`config.mk`:
```
export PLATFORM = sky130hd
export DESIGN_NAME = fifo_wr_arb_flat
export DESIGN_NICKNAME = d
export VERILOG_FILES = /design/src/rtl/fifo_wr_arb_if.sv /design/src/rtl/fifo_wr_arb.sv /design/src/flat_wrapper.sv
export SDC_FILE = /design/constraint.sdc
export NUM_CORES = 1
export LEC_CHECK = 0
export ABC_AREA = 1
export ABC_CLOCK_PERIOD_IN_PS = 1900
export CAP_MARGIN = 20
export CORE_MARGIN = 2
export CORE_UTILIZATION = 38
export CTS_CLUSTER_SIZE = 14
export DETAILED_ROUTE_END_ITERATION = 8
export PLACE_DENSITY_LB_ADDON = 0.2
export SLEW_MARGIN = 15
export SYNTH_ARGS = -nofsm -noshare
export SYNTH_HDL_FRONTEND = slang
export SYNTH_SLANG_ARGS = --single-unit
```
`constraint.sdc`:
```
create_clock -name wclk -period 1.9 [get_ports wclk]
set_input_delay 0.475 -clock wclk [delete_from_list [all_inputs] [get_ports wclk]]
set_output_delay 0.475 -clock wclk [all_outputs]
set_load 0.01 [all_outputs]
```
`src/rtl/fifo_wr_arb_if.sv`:
```
// Write-side bundle between NREQ requesters, the round-robin arbiter and
// one async-FIFO write port. The arbiter connects through the master modport.
interface fifo_wr_arb_if #(
    parameter int NREQ = 4,
    parameter int DW   = 8
);
    localparam int OW = (NREQ > 1) ? $clog2(NREQ) : 1;

    logic [NREQ-1:0]    req_valid;
    logic [NREQ*DW-1:0] req_data;
    logic [NREQ-1:0]    req_last;
    logic [NREQ-1:0]    req_ready;
    logic               push;
    logic [DW-1:0]      wdata;
    logic               full;
    logic [OW-1:0]      owner;
    logic               busy;

    modport master (
        input  req_valid, req_data, req_last, full,
        output req_ready, push, wdata, owner, busy
    );

    modport slave (
        output req_valid, req_data, req_last, full,
        input  req_ready, push, wdata, owner, busy
    );
endinterface

```
`src/rtl/fifo_wr_arb.sv`:
```
// Round-robin arbiter that lets NREQ requesters share one async-FIFO write
// port, granting bursts of up to MAX_BURST words with an IDLE bubble between grants.
module fifo_wr_arb #(
    parameter int NREQ      = 4,
    parameter int DW        = 8,
    parameter int MAX_BURST = 2
) (
    input  logic           wclk,
    input  logic           reset,
    fifo_wr_arb_if.master  bus
);
    localparam int          OW     = (NREQ > 1) ? $clog2(NREQ) : 1;
    localparam logic [3:0]  BURST4 = 4'(MAX_BURST);

    typedef enum logic {IDLE, XFER} state_t;

    state_t          state, state_nxt;
    logic [OW-1:0]   owner_q, last_owner_q;
    logic [3:0]      count_q;
    logic [OW-1:0]   pick;
    logic [OW-1:0]   idx;
    logic            pick_vld;
    logic            push_i;

    // Round-robin search starting just above the previous owner, wrapping to 0.
    always_comb begin
        // NOTE: every comb output gets a default first so no path infers a latch.
        pick     = '0;
        pick_vld = 1'b0;
        idx      = '0;
        for (int k = 1; k <= NREQ; k++) begin
            idx = OW'((int'(last_owner_q) + k) % NREQ);
            if (!pick_vld && bus.req_valid[idx]) begin
                pick     = idx;
                pick_vld = 1'b1;
            end
        end
    end

    always_ff @(posedge wclk) begin
        if (reset) begin
            // NOTE: sequential state uses non-blocking assignments so every register samples pre-edge values.
            state        <= IDLE;
            owner_q      <= '0;
            last_owner_q <= OW'(NREQ - 1);
            count_q      <= '0;
        end else begin
            state <= state_nxt;
            if (state == IDLE && pick_vld) begin
                owner_q <= pick;
                count_q <= '0;
            end
            if (push_i) begin
                count_q <= count_q + 4'd1;
            end
            if (state == XFER && state_nxt == IDLE) begin
                last_owner_q <= owner_q;
            end
        end
    end

    // While full is high the grant is frozen; abandonment is only judged when full=0.
    always_comb begin
        state_nxt = state;
        case (state)
            IDLE: begin
                if (pick_vld) state_nxt = XFER;
            end
            XFER: begin
                if (!bus.full) begin
                    if (!bus.req_valid[owner_q]) begin
                        state_nxt = IDLE;
                    end else if (bus.req_last[owner_q] || (count_q + 4'd1 == BURST4)) begin
                        state_nxt = IDLE;
                    end
                end
            end
            default: state_nxt = IDLE;
        endcase
    end

    // Outputs are masked while reset is sampled so an interrupted burst never pushes.
    always_comb begin
        push_i        = 1'b0;
        bus.req_ready = '0;
        if (state == XFER && !reset) begin
            push_i = bus.req_valid[owner_q] && !bus.full;
        end
        if (push_i) begin
            bus.req_ready[owner_q] = 1'b1;
        end
        bus.push  = push_i;
        bus.wdata = bus.req_data[int'(owner_q) * DW +: DW];
        bus.owner = reset ? '0 : owner_q;
        bus.busy  = (state == XFER) && !reset;
    end
endmodule

```
`src/flat_wrapper.sv`:
```
// flat-port wrapper written by rule: the top's interface ports become plain ports
module fifo_wr_arb_flat 
#(
    parameter int NREQ      = 4,
    parameter int DW        = 8,
    parameter int MAX_BURST = 2
)
  (wclk, reset, bus_req_valid, bus_req_data, bus_req_last, bus_full, bus_req_ready, bus_push, bus_wdata, bus_owner, bus_busy);
  fifo_wr_arb_if #(.NREQ(NREQ), .DW(DW)) bus_i ();
  input  logic wclk;
  input  logic reset;
  input wire logic [$bits(bus_i.req_valid)-1:0] bus_req_valid;
  input wire logic [$bits(bus_i.req_data)-1:0] bus_req_data;
  input wire logic [$bits(bus_i.req_last)-1:0] bus_req_last;
  input wire logic [$bits(bus_i.full)-1:0] bus_full;
  output wire logic [$bits(bus_i.req_ready)-1:0] bus_req_ready;
  output wire logic [$bits(bus_i.push)-1:0] bus_push;
  output wire logic [$bits(bus_i.wdata)-1:0] bus_wdata;
  output wire logic [$bits(bus_i.owner)-1:0] bus_owner;
  output wire logic [$bits(bus_i.busy)-1:0] bus_busy;
  assign bus_i.req_valid = bus_req_valid;
  assign bus_i.req_data = bus_req_data;
  assign bus_i.req_last = bus_req_last;
  assign bus_i.full = bus_full;
  assign bus_req_ready = bus_i.req_ready;
  assign bus_push = bus_i.push;
  assign bus_wdata = bus_i.wdata;
  assign bus_owner = bus_i.owner;
  assign bus_busy = bus_i.busy;
  fifo_wr_arb #(.NREQ(NREQ), .DW(DW), .MAX_BURST(MAX_BURST)) u_core (.wclk(wclk), .reset(reset), .bus(bus_i));
endmodule
```
# [Yosys cells after proc, flatten, opt, wreduce, memory -nomap -nowiden]
# Index checks and enable logic that the tools add are counted.
[totals] output_inout_bits=16 reg_bits=9
[classes] add_sub_neg=5 n_lt_le_gt_ge=6 n_mux=32 n_bitwise=2 shifts=1 eq_ne=1 n_reduce_logical=15
[op_table] cell="$shiftx A32 B6 Y8" count=1
[op_table] cell="$mux W1" count=16
[op_table] cell="$lt A2 B3 Y1 const B" count=5
[op_table] cell="$bmux W1 S2" count=6
[op_table] cell="$mux W4" count=3
[op_table] cell="$mux W2" count=5
[op_table] cell="$logic_and A1 B1 Y1" count=8
[op_table] cell="$logic_not A1 Y1" count=5
[op_table] cell="$add A2 B1 Y2 const B" count=2
[op_table] cell="$add A2 B2 Y2 const B" count=2
[op_table] cell="$add A4 B1 Y4 const B" count=1
[op_table] cell="$eq A4 B2 Y1 const B" count=1
[op_table] cell="$demux W1 S2" count=1
[op_table] cell="$ge A2 B1 Y1 const B" count=1
[op_table] cell="$not A1 Y1" count=2
[op_table] cell="$pmux W1 S2" count=1
[op_table] cell="$reduce_bool A2 Y1" count=1
[op_table] cell="$logic_or A1 B1 Y1" count=1

# [Depth between registers and ports, before layout]
[logic_depth] ltp_word=17 ltp_mapped=12 depth_no_buf=11

# [Worst setup path before layout]
# No wires, ideal clock.
[synth_timing] path_type="input-to-output" from="input port reset" to="output port bus_req_ready[0]" setup_slack_ns=0.003 path_stages=5 arrival_ns=1.422 path_buffers=2 cell_sequence="buf_4 -> nor2_1 -> nand3_2 -> buf_6 -> nor3_1"
[synth_via] elab_chain_len=4
[synth_rtl] item="start, declared" line="flat_wrapper.sv:11" source="input logic reset;"
[synth_rtl] item="$logic_not A1 Y1"
[synth_rtl] item="$logic_and A1 B1 Y1"
[synth_rtl] item="named net bus_busy" line="flat_wrapper.sv:20" source="output wire logic [$bits(bus_i.busy)-1:0] bus_busy;"
[synth_rtl] item="$mux W1" line="fifo_wr_arb.sv:86" source="if (state == XFER && !reset) begin"
[synth_rtl] item="$mux W4" line="fifo_wr_arb.sv:89" source="if (push_i) begin"
[synth_rtl] item="end, declared" line="flat_wrapper.sv:16" source="output wire logic [$bits(bus_i.req_ready)-1:0] bus_req_ready;"
# The timed path passes the listed nets, and every way through them passes these cells.

# [Worst setup path in the final report]
[layout_timing] from="register u_core.owner_q[1]" to="output port bus_req_ready[1]"
[layout_via] elab_chain_len=5 word_cells_on_any_way=10 cone_classes="order compare: 2; mux: 6; reduce/logical: 2"
[layout_rtl] item="start, declared" line="fifo_wr_arb.sv:18" source="logic [OW-1:0] owner_q, last_owner_q;"
[layout_rtl] item="start signal, assigned" line="fifo_wr_arb.sv:50" source="owner_q <= pick;"
[layout_rtl] item="$lt A2 B3 Y1 (implied by the code), or another cell as far along" line="fifo_wr_arb.sv:90" source="bus.req_ready[owner_q] = 1'b1;"
[layout_rtl] item="$logic_and A1 B1 Y1 (implied by the code) / $mux W1 (equally long branches)" line="fifo_wr_arb.sv:90, fifo_wr_arb.sv:87"
[layout_rtl] item="$mux W1 (implied by the code) / $logic_and A1 B1 Y1 (equally long branches)" line="fifo_wr_arb.sv:90, fifo_wr_arb.sv:87"
[layout_rtl] item="$demux W1 S2 / $mux W1 (equally long branches)"
[layout_rtl] item="$mux W4 (*)" line="fifo_wr_arb.sv:89"
# Mark *: on every way between the ends. The rest lies on a longest branch, timed or not. The select of a mux whose other input is x is not followed.

==> results_dict.tcl <==
set metrics [dict create \
    status "finished with violations" \
    violations "setup timing" \
    syn_to_final_growth_pct 93.2 \
    htreeDepth 1 \
    grt_usage_pct 24.5 \
    antenna_found_initial 0 \
    drt_pre_antenna_iters 4 \
    clock-root-buffer "clkbuf_4" \
    min_path_type "register to register" \
    finalClockSkew_ns 0.00403 \
    drive_gt1_share_pct 35.1 \
    layoutNonFillerInstCount 292 \
    cts_buffers 3 \
    power.leakage_uw 0.000969 \
    cts_max_path_buffers 2 \
    die_h_um 56.1 \
    grt_max_degree 10 \
    slew_headroom_pct 73.9 \
    cp-start-kind "register" \
    max_freq_ghz 0.497 \
    cp-end-kind "output pin" \
    numClockSinks 9 \
    drt_iter0_drc 52 \
    port_buffers 58 \
    hold_buffers 0 \
    fin_nets 308 \
    die-width_um 56.1 \
    finalInstanceArea_um2 1990 \
    clk_pin_slew_ns 0.06 \
    diodes 0 \
    ioPinCount 59 \
    synth_fp_nets 213 \
    cpMaxStageDelayCell "dfxtp_4" \
    core.rowCount 18 \
    dieArea_um2 3140 \
    setup_violations 8 \
    ys_seq_area_share_pct 17.5 \
    crit_type "register to output pin" \
    synthTopCellsByArea "nand2_1, dfxtp_1, a22oi_1" \
    route.vias.total 1527 \
    drt-total-wl_um 3870 \
    cp_data_arrival_time_ns 1.54 \
    insertion_delay_ns 0.27 \
    cp_max_fo 5 \
    vias_per_cell 5.23 \
    core_region_area_um2 2520 \
    dp_hpwl_um 2900 \
    ir_worst_vdd_mv 0.788 \
    drc 0 \
    yosys_warnings 0 \
    synth_area_leader_cell "nand2_1" \
    p_per_area_nw_per_um2 975 \
    place_area_um2 1800 \
    overflow 0 \
    period_minus_slack_ns 2.01 \
    netlist_area_um2 1030 \
    synth.top_cell.area_share_pct 22.6 \
    crit_chain "buf_12, nor2_4, nand2_2, nand4_4, nand3_4, buf_6, nor3_4, buf_2" \
    setup_slack_ns -0.112 \
    hold_viol_final 0 \
    cts_tree "done" \
    ys_seq_elements 9 \
    slew_viol_final 0 \
    finalCritPeriodShare_pct 106 \
    grt_pass1_vias 1430 \
    drtAntennaViolNets 0 \
    rsz0062_at_grt "true" \
    tightest_slew_ns 0.387 \
    wire_per_inst_um 13.3 \
    avgSynthCellArea_um2 6.13 \
    max_stage_delay_ns 0.37 \
    synth_cell_type_count 30 \
    cap_violations 0 \
    worstPathRequired_ns 1.42 \
    gp_congestion 0.849 \
    place_inst 276 \
    grt_pass1_wl_um 6270 \
    start_util_pct 40.8 \
    synth_cells 168 \
]
[repair_timing]
item / 4_1_cts / 5_1_grt
endpoints found under the hold margin: 0 / 0
buffers inserted: 5 / 5
gates cloned: 0 / 2
gates resized for setup: 80 / 19
pin swaps: 6 / 8
endpoints found under the setup margin: 16 / 13
[metal layers]
metal	track usage, %	up-vias	share of wire [%]
met4	10.5	0	2.1
met3	3.95	10	6.9
met5	0	-	0
li1	-	751	-
met1	27.9	697	41
met2	44.4	69	50
[Yosys cell counts]
cell	n
xnor2_1	1
nand4_2	1
nand3_1	14
nand3b_1	2
inv_2	2
ha_1	2
o21ai_1	1
inv_1	13
xor2_1	1
nor3_1	3
nand2_4	1
nand3_2	2
a21boi_0	1
inv_6	1
or2_0	1
buf_4	2
nand2_2	2
nor2_4	3
nand4_1	6
o21ai_0	4
a22oi_1	13
or2_2	2
nor2_2	1
a21oi_1	5
a21oi_2	1
nor2_1	7
buf_6	4
inv_4	1
dfxtp_1	9
nand2_1	62
[final cells by class]
type / count / area, um^2
Clock buffer: 4 / 26.3
Fill cell: 171 / 533
Inverter: 17 / 73.8
Multi-Input combinational cell: 136 / 827
Sequential cell: 9 / 188
Tap cell: 30 / 37.5
Timing Repair Buffer: 96 / 837
[flip-flops by register name, indices dropped and copies added (netlist names)]
register             flops
u_core.state             1
u_core.last_owner_q      2
u_core.count_q           4
u_core.owner_q           2
[where the power goes]
group	switching (uW)	internal, uW	total [uW]
clock	69.6	81.1	151
combinational	757	734	1490
sequential	62.5	235	297
[through the flow]
step / setup WS (ns) / TNS (ns) / power (uW) / hold slack (ns) / util [%]
3_3_place_gp: -0.641 / -6.28 / 1570 / 0.480 / 71.2
2_1_floorplan: 0.00344 / 0 / 989 / 0.467 / -
4_1_cts: -0.118 / -0.411 / 1780 / 0.499 / 74.3
5_1_grt: -0.199 / -1.18 / 2080 / 0.536 / 78.9
3_5_place_dp: -0.697 / -7.14 / 1610 / 0.491 / 71.2
6_report: -0.112 / -0.444 / 1940 / 0.495 / 78.9
[worst max-delay path, delay by kind of cell, from the launching register on]
family | cells | cell delay [ns]
AND/OR/NAND/NOR | 5 | 0.47
buffers and inverters | 3 | 0.42
flip-flops | 1 | 0.37
[cells in the final DEF (no fill, tap or decap), drive strengths merged]
master         synthesis  layout
a21oi                  6       6
a22oi                 13      13
buf                    6      51
clkdlybuf4s50          0      37
xnor2                  1       1
nor3                   3       3
nand4                  7       7
dlygate4sd2            0       8
or2                    3       3
nor2                  11      11
ha                     2       2
xor2                   1       1
inv                   17      17
a21boi                 1       1
o21ai                  5       5
dfxtp                  9       9
clkbuf                 0       4
nand3                 16      16
nand2                 65      65
nand3b                 2       2
[final timing paths]
| kind | start | to | slack, ns | cells past startpoint |
|---|---|---|---|---|
| setup / recovery | u_core.owner_q[1]$_SDFFE_PP0P_ | bus_req_ready[1] | -0.11 | 8 |
| hold / removal | u_core.count_q[3]$_SDFFE_PP0P_ | u_core.count_q[3]$_SDFFE_PP0P_ | 0.50 | 2 |
| setup reg to reg | u_core.owner_q[1]$_SDFFE_PP0P_ | u_core.count_q[1]$_SDFFE_PP0P_ | 0.10 | 11 |
| hold reg to reg | u_core.count_q[3]$_SDFFE_PP0P_ | u_core.count_q[3]$_SDFFE_PP0P_ | 0.50 | 2 |
[cells by family after synthesis]
| kind of cell | synth area share (%) |
|---|---|
| compound gates | 15.9 |
| xor+xnor | 1.70 |
| fa+ha+maj | 2.43 |
| buf+inv | 12.8 |
| flops | 17.5 |
| simple gates | 49.7 |
(Power assumes the default switching activity.)
